--- src/rtl/multdiv_issue.sv ---
// Pipeline-side issue/wait/writeback sequencer for the multdiv unit.
// Optional macro MULTDIV_DIV0_BYPASS_EN: divide-by-zero completes directly from IDLE.
module multdiv_issue #(
   parameter int WIDTH   = 32,
   parameter int TIMEOUT = 48,
   parameter int CNT_W   = 6
) (
   input  logic             clock,
   input  logic             reset,
   input  logic             req_valid,
   input  logic             req_op,
   input  logic [WIDTH-1:0] req_a,
   input  logic [WIDTH-1:0] req_b,
   input  logic [4:0]       req_rd,
   input  logic             flush,
   output logic             stall,
   output logic             busy,
   output logic [WIDTH-1:0] md_operandA,
   output logic [WIDTH-1:0] md_operandB,
   output logic             md_ctrl_MULT,
   output logic             md_ctrl_DIV,
   input  logic [WIDTH-1:0] md_result,
   input  logic             md_exception,
   input  logic             md_resultRDY,
   output logic             wb_valid,
   output logic [WIDTH-1:0] wb_result,
   output logic             wb_exception,
   output logic [4:0]       wb_rd
);

   typedef enum logic [1:0] {
      S_IDLE  = 2'd0,
      S_START = 2'd1,
      S_WAIT  = 2'd2,
      S_DONE  = 2'd3
   } state_t;

   localparam logic [CNT_W-1:0] TIMEOUT_CNT = CNT_W'(TIMEOUT);

   state_t           state_q, state_d;
   logic             op_q, op_d;
   logic [4:0]       rd_q, rd_d;
   logic [WIDTH-1:0] opa_q, opa_d;
   logic [WIDTH-1:0] opb_q, opb_d;
   logic [CNT_W-1:0] wd_q, wd_d;
   logic [WIDTH-1:0] wb_result_q, wb_result_d;
   logic             wb_exception_q, wb_exception_d;
   logic [4:0]       wb_rd_q, wb_rd_d;
   logic             accept;
   logic [CNT_W-1:0] wd_inc;

   assign accept = (state_q == S_IDLE) && req_valid && !flush;
   assign wd_inc = wd_q + CNT_W'(1);

   always_comb begin
      state_d        = state_q;
      op_d           = op_q;
      rd_d           = rd_q;
      opa_d          = opa_q;
      opb_d          = opb_q;
      wd_d           = wd_q;
      wb_result_d    = wb_result_q;
      wb_exception_d = wb_exception_q;
      wb_rd_d        = wb_rd_q;
      unique case (state_q)
         S_IDLE: begin
            if (accept) begin
               op_d    = req_op;
               rd_d    = req_rd;
               opa_d   = req_a;
               opb_d   = req_b;
               state_d = S_START;
`ifdef MULTDIV_DIV0_BYPASS_EN
               if (req_op && (req_b == '0)) begin
                  state_d        = S_DONE;
                  wb_result_d    = '0;
                  wb_exception_d = 1'b1;
                  wb_rd_d        = req_rd;
               end
`else
`endif
            end
         end
         // Ready is ignored here: it may still be asserted from the previous op.
         S_START: begin
            wd_d    = '0;
            state_d = flush ? S_IDLE : S_WAIT;
         end
         S_WAIT: begin
            if (flush) begin
               state_d = S_IDLE;
            end else begin
               wd_d = wd_inc;
               if (md_resultRDY) begin
                  wb_result_d    = md_result;
                  wb_exception_d = md_exception;
                  wb_rd_d        = rd_q;
                  state_d        = S_DONE;
               end else if (wd_inc == TIMEOUT_CNT) begin
                  wb_result_d    = '0;
                  wb_exception_d = 1'b1;
                  wb_rd_d        = rd_q;
                  state_d        = S_DONE;
               end
            end
         end
         S_DONE: begin
            state_d = S_IDLE;
         end
         default: begin
            state_d = S_IDLE;
         end
      endcase
   end

   always_ff @(posedge clock) begin
      if (reset) begin
         state_q        <= S_IDLE;
         op_q           <= 1'b0;
         rd_q           <= '0;
         opa_q          <= '0;
         opb_q          <= '0;
         wd_q           <= '0;
         wb_result_q    <= '0;
         wb_exception_q <= 1'b0;
         wb_rd_q        <= '0;
      end else begin
         state_q        <= state_d;
         op_q           <= op_d;
         rd_q           <= rd_d;
         opa_q          <= opa_d;
         opb_q          <= opb_d;
         wd_q           <= wd_d;
         wb_result_q    <= wb_result_d;
         wb_exception_q <= wb_exception_d;
         wb_rd_q        <= wb_rd_d;
      end
   end

   // Stall drops in DONE so the instruction leaves execute as writeback fires.
   assign stall        = accept || (state_q == S_START) || (state_q == S_WAIT);
   assign busy         = (state_q == S_START) || (state_q == S_WAIT);
   assign md_ctrl_MULT = (state_q == S_START) && !op_q;
   assign md_ctrl_DIV  = (state_q == S_START) && op_q;
   assign md_operandA  = opa_q;
   assign md_operandB  = opb_q;
   assign wb_valid     = (state_q == S_DONE) && !flush;
   assign wb_result    = wb_result_q;
   assign wb_exception = wb_exception_q;
   assign wb_rd        = wb_rd_q;

endmodule

--- config.mk ---
export PLATFORM = sky130hd
export DESIGN_NAME = multdiv_issue
export DESIGN_NICKNAME = d
export VERILOG_FILES = /design/src/rtl/multdiv_issue.sv
export SDC_FILE = /design/constraint.sdc
export NUM_CORES = 1
export LEC_CHECK = 0
export ABC_AREA = 1
export BUFFER_PORTS_ARGS = -buffer_cell sky130_fd_sc_hd__buf_2
export CAP_MARGIN = 20
export CORE_ASPECT_RATIO = 0.8
export CORE_MARGIN = 5
export CORE_UTILIZATION = 41
export DETAILED_ROUTE_END_ITERATION = 10
export GPL_TIMING_DRIVEN = 0
export HOLD_SLACK_MARGIN = 0.05
export PLACE_DENSITY = 0.76
export SLEW_MARGIN = 40
export SYNTH_ARGS = -nofsm -noshare
export SYNTH_HDL_FRONTEND = slang
export SYNTH_SLANG_ARGS = --single-unit
--- constraint.sdc ---
create_clock -name clock -period 1.65 [get_ports clock]
set_input_delay 0.33 -clock clock [delete_from_list [all_inputs] [get_ports clock]]
set_output_delay 0.33 -clock clock [all_outputs]
set_load 0.01 [all_outputs]
## Word level (Yosys, flattened, before mapping)

Index checks and enable logic that the tools add are counted.

| cells by class | value |
|---|---|
| multiply operators | 0 |
| $lt $le $gt $ge | 0 |
| bitwise gates (word level) | 1 |
| div/mod/pow operators | 0 |
| reduce and logical (&&, ||, !) cells | 17 |
| mux-type cells | 14 |
| equal/unequal tests | 7 |
| shift operators | 0 |
| add/subtract/negate cells | 1 |

Operators by type and width:

| cell | number |
|---|---|
| $mux 32 | 2 |
| $pmux 6 s2 | 1 |
| $mux 2 | 5 |
| $mux 5 | 2 |
| $pmux 2 s4 | 1 |
| $add 6x1->6 const B | 1 |
| $eq 6x6->1 const B | 1 |
| $mux 6 | 1 |
| $reduce_and 2->1 | 3 |
| $logic_and 1x1->1 | 5 |
| $eq 2x2->1 const B | 2 |
| $ne 2x2->1 const B | 2 |
| $ne 4x4->1 const B | 1 |
| $reduce_bool 2->1 | 2 |
| $logic_or 1x1->1 | 3 |
| $reduce_and 3->1 | 1 |
| $eq 2x1->1 const B | 1 |
| $logic_not 1->1 | 2 |
| $logic_not 2->1 | 1 |
| $mux 1 | 2 |
| $not 1->1 | 1 |

| word-level totals | value |
|---|---|
| register bits | 116 |
| bits in writable memories | 0 |
| bits in latches | 0 |
| input bits | 108 |
| memories kept | 0 |
| output and inout port bits | 107 |
| ROM bits | 0 |
| logic and storage cells | 49 |

## Depth between registers and ports, before layout

| depth | value |
|---|---|
| depth in word-level cells | 6 |
| depth in mapped cells | 13 |

## Least setup slack after synthesis

No wires, ideal clock.

| path | value |
|---|---|
| path type | register -> register |
| start | reg wd_q[0] |
| end | reg wb_result_q[10], in the netlist wb_result[10] |
| arrival time | 1,496 ps |
| path slack | 10 ps |
| stages on the path, launching flop included | 13 |
| buffers on the path | 2 |
| cells stage by stage | dfxtp_1 > ha_1 > nand3_1 > nand2_1 > nand3_1 > nor2_1 > nand2_2 > nand2_4 > nand2_4 > buf_8 > buf_12 > nand2_2 > a21oi_2 |

| on the way | value |
|---|---|
| word-level cells in the longest chain between the ends | 4 |

Ends and longest elaborated chain:

| item | RTL line | RTL |
|---|---|---|
| start, declared | 45 | `logic [CNT_W-1:0] wd_q, wd_d;` |
| start signal, assigned | 133 | `wd_q <= wd_d;` |
| $add 6x1->6 | 53 | `assign wd_inc = wd_q + CNT_W'(1);` |
| $eq 6x6->1 | 99 | `end else if (wd_inc == TIMEOUT_CNT) begin` |
| $reduce_bool 2->1 (no source line) | n/a |  |
| $reduce_and 3->1 (no source line) | n/a |  |
| end signal, assigned | 134 | `wb_result_q <= wb_result_d;` |
| end, declared | 46 | `logic [WIDTH-1:0] wb_result_q, wb_result_d;` |

Every way passes these cells.
A chain may end at the register's enable or synchronous reset.

## Worst setup path in the final report

| path | value |
|---|---|
| start | reg state_q[0] |
| end | out stall |

| on the way | value |
|---|---|
| word-level cells in the longest chain between the ends | 5 |

Ends and longest elaborated chain:

| item | RTL line | RTL |
|---|---|---|
| start, declared | 40 | `state_t state_q, state_d;` |
| start signal, assigned | 128 | `state_q <= state_d;` |
| $logic_not 2->1 | 52 | `assign accept = (state_q == S_IDLE) && req_valid && !flush;` |
| $logic_and 1x1->1 (2 in series) | 52 |  |
| $logic_or 1x1->1 | 141 | `assign stall = accept \|\| (state_q == S_START) \|\| (state_q == S_WAIT);` |
| $logic_or 1x1->1 (*) | 141 |  |
| end, declared | 16 | `output logic stall,` |

Mark *: on every way between the ends. The rest lies on a longest branch, timed or not.

==> impl_metrics.toml <==
[timing]
drv_slew = 0
timing.final.ws_setup_ns = -0.0493
finalCriticalPeriod_ns = 1.70
rsz0062_at_grt = "yes"
worst_pin_slew_ns = 0.692
fmax_mhz = 588
skew_ns = 0.00887
final_hold_viol_count = 0
min_period_over_period = 1.03
tns_ns = -0.0596
slew_headroom = 0.539
finalSetupViolations = 2

[drt]
drtIter0Drc = 194
via_per_inst = 4.83
ant_nets = 0
wire_per_inst_microns = 14.5
dr_total_vias = 4644
wirelength_mm = 14.0
drtPass1Iterations = 6
drc = 0

[clock_tree]
clkSinkCount = 116
numCtsBuffers = 17
cts_root_buffer = "clkbuf_16"
clkTransAtPathRegs_ns = 0.05
h-tree-depth = 4
clk_latency_ns = 0.41
cts_tree = "built"
clk_path_buf_depth = 2

[logic_synthesis]
synth-seq-cells = 116
synth_area_leaders = "dfxtp_1 (52%), nor2_1 (12%), o21ai_0 (8.2%), nand3_1 (4.9%), a21oi_2 (3.9%)"
ys.warnings.count = 0
synth_edf_count = 0
netlist_instances = 559
synth_nets = 673
synth-seq-area-share = 0.522
synth_cell_types = 22
synth_common_cells = "nor2_1 (147), dfxtp_1 (116), o21ai_0 (73)"
synth_ff_type = "dfxtp_1"
synth_area_leader_cell = "dfxtp_1"
synthArstFlopShare = 0
synth_top_area_share = 0.522
yosysMostFrequentCell = "nor2_1"
postSynthAreaPerCell_sq_um = 7.96
syn-cell-area_sq_um = 4450

[critical_path]
critPathKind = "flop to primary output"
critPathMaxFanout = 4
crit_path_end = "stall"
r2r-start = "wd_q[1]$_SDFFE_PP0P_"
worstSetupStartpoint = "state_q[0]$_SDFFE_PP0P_"
worstSetupStartpointType = "flop"
worst_setup_path_end_kind = "primary output"
worst_ep_arrival_time_ns = 1.37
reg2regPathDepth = 11
rr_endpoint = "wb_result[31]$_SDFFE_PP0P_"
cp.required_ns = 1.32
r2r_setup_slack_ns = -0.01

[placed_design]
port_buffers = 212
dpl.hpwl_mm = 9.80
dp.cells = 915
globalplace.congestion = 0.797

[final_layout]
area_growth_pct = 50.2
seq_area_sq_um = 2340
fin_cells = 961
fillers = 932
drive_gt1_frac = 0.424
num_antenna_cells = 0
final_nets = 918
multi_input_area_sq_um = 2020

[power]
power_switching_mw = 3.01
clkPwrFrac = 0.386
finalPower_mw = 9.69
p_int_mw = 6.69
p_comb_frac = 0.257
switching_share = 0.310
power_density_nw_per_um2 = 1450
seqPwrFrac = 0.357
p_leak_nw = 3.07
ir_drop_uv = 871

[die]
num_rows = 34
die_y_microns = 103
die_area_sq_um = 13100
die_w_microns = 126
design.core.area_sq_um = 10800
initial_core_util = 0.414
boundaryPins = 215

[run]
maxCapViolations = 0

[global_route]
track_usage = 0.203
grt_overflow = 0
antenna_found_initial = 0
grt_first_pass_wirelength_mm = 21.1
grt_pass1_vias = 4378
grt_max_degree = 17

[run_status]
violations = "setup timing"
status = "complete, but fails checks"

[worst_hold_path]
hp-class = "primary input to flop"
[how the worst min path moves through the flow]
stage | start | endpoint | slack (ns) | cells past startpoint
after CTS | req_a[14] | md_operandA[14]$_SDFFE_PP0P_ | 0.16 | 3
after detailed placement | wb_exception$_SDFFE_PP0P_ | wb_exception$_SDFFE_PP0P_ | 0.45 | 2
final | req_a[19] | md_operandA[19]$_SDFFE_PP0P_ | 0.17 | 3
after global placement | wb_exception$_SDFFE_PP0P_ | wb_exception$_SDFFE_PP0P_ | 0.44 | 2
after global routing | req_a[13] | md_operandA[13]$_SDFFE_PP0P_ | 0.17 | 3
after floorplan | wd_q[5]$_SDFFE_PP0P_ | wd_q[5]$_SDFFE_PP0P_ | 0.45 | 2
[stage by stage]
stage	hold WS [ns]	util	area, sq um	setup WS (ns)
floorplan	0.452	-	4450	0.0102
global placement	0.439	0.529	5690	-0.477
detailed placement	0.447	0.529	5690	-0.501
CTS	0.162	0.598	6440	-0.0981
global route	0.173	0.621	6680	-0.104
finish	0.169	0.621	6680	-0.0493
[per-layer routing]
layer	track usage	vias to the layer above	share of wire
met4	0.0833	0	0.015
met2	0.329	198	0.47
met1	0.243	2107	0.41
met3	0.0806	19	0.10
li1	-	2320	-
met5	0	-	0
[power by group through the flow]
stage / registers [mW] / logic (mW) / clock network [mW]
final: 3.46 / 2.49 / 3.75
after global routing: 3.52 / 2.75 / 3.92
after global placement: 3.47 / 2.13 / 0
after CTS: 3.44 / 2.35 / 3.78
after detailed placement: 3.49 / 2.15 / 0
after floorplan: 3.64 / 1.13 / 0
[cell usage in the layout, fill, tap and decap left out, types with 4 or more instances in the layout]
cell,instances
a21oi_1,26
a21oi_2,20
buf_2,214
buf_4,10
buf_6,4
clkbuf_1,20
clkbuf_16,20
clkbuf_2,8
clkinv_2,5
dfxtp_1,109
dfxtp_4,4
inv_1,10
nand2_1,40
nand2_2,11
nand2_4,16
nand3_1,41
nor2_1,145
o21ai_0,66
o21ai_1,7
[cell type report]
type	instances	share of cell area
Inverter	15	0.00955
Buffer	39	0.0358
Timing Repair Buffer	227	0.186
Clock inverter	13	0.0236
Multi-Input combinational cell	388	0.302
Clock buffer	19	0.0663
Tap cell	144	0.0270
Sequential cell	116	0.350
[cell families (layout without fill, tap and decap cells)]
kind of cell	Yosys count	count (layout)	synth area share
AO/OA/AOI/OAI	120	120	0.152
adder cells (fa/ha/maj)	6	6	0.0169
buffers and inverters	55	313	0.0574
flip-flops	116	116	0.522
AND/OR/NAND/NOR	262	262	0.252
[flip-flops by register name, summed over array words and instances, names as in the netlist]
| name | cells |
|---|---|
| md_operandA | 32 |
| md_operandB | 32 |
| wb_result | 32 |
| wd_q | 6 |
| rd_q | 5 |
| wb_rd | 5 |
| state_q | 2 |
| op_q | 1 |
| wb_exception | 1 |
[worst max-delay path, cell delays in order, from the launching register on]
cell and delay [ns]:
dfxtp_4 0.36, inv_4 0.08, ha_4 0.15, nand3_4 0.10, buf_8 0.14, nand2_4 0.04, buf_6 0.10
[repair_timing]
item | CTS | global route
hold endpoints to repair | 0 | 0
endpoints found under the setup margin | 119 | 88
resized for setup | 31 | 59
buffers inserted | 8 | 4
gates cloned | 0 | 3
pin swaps | 5 | 12
hold buffers | 0 | 0
(Power assumes the default switching activity.)
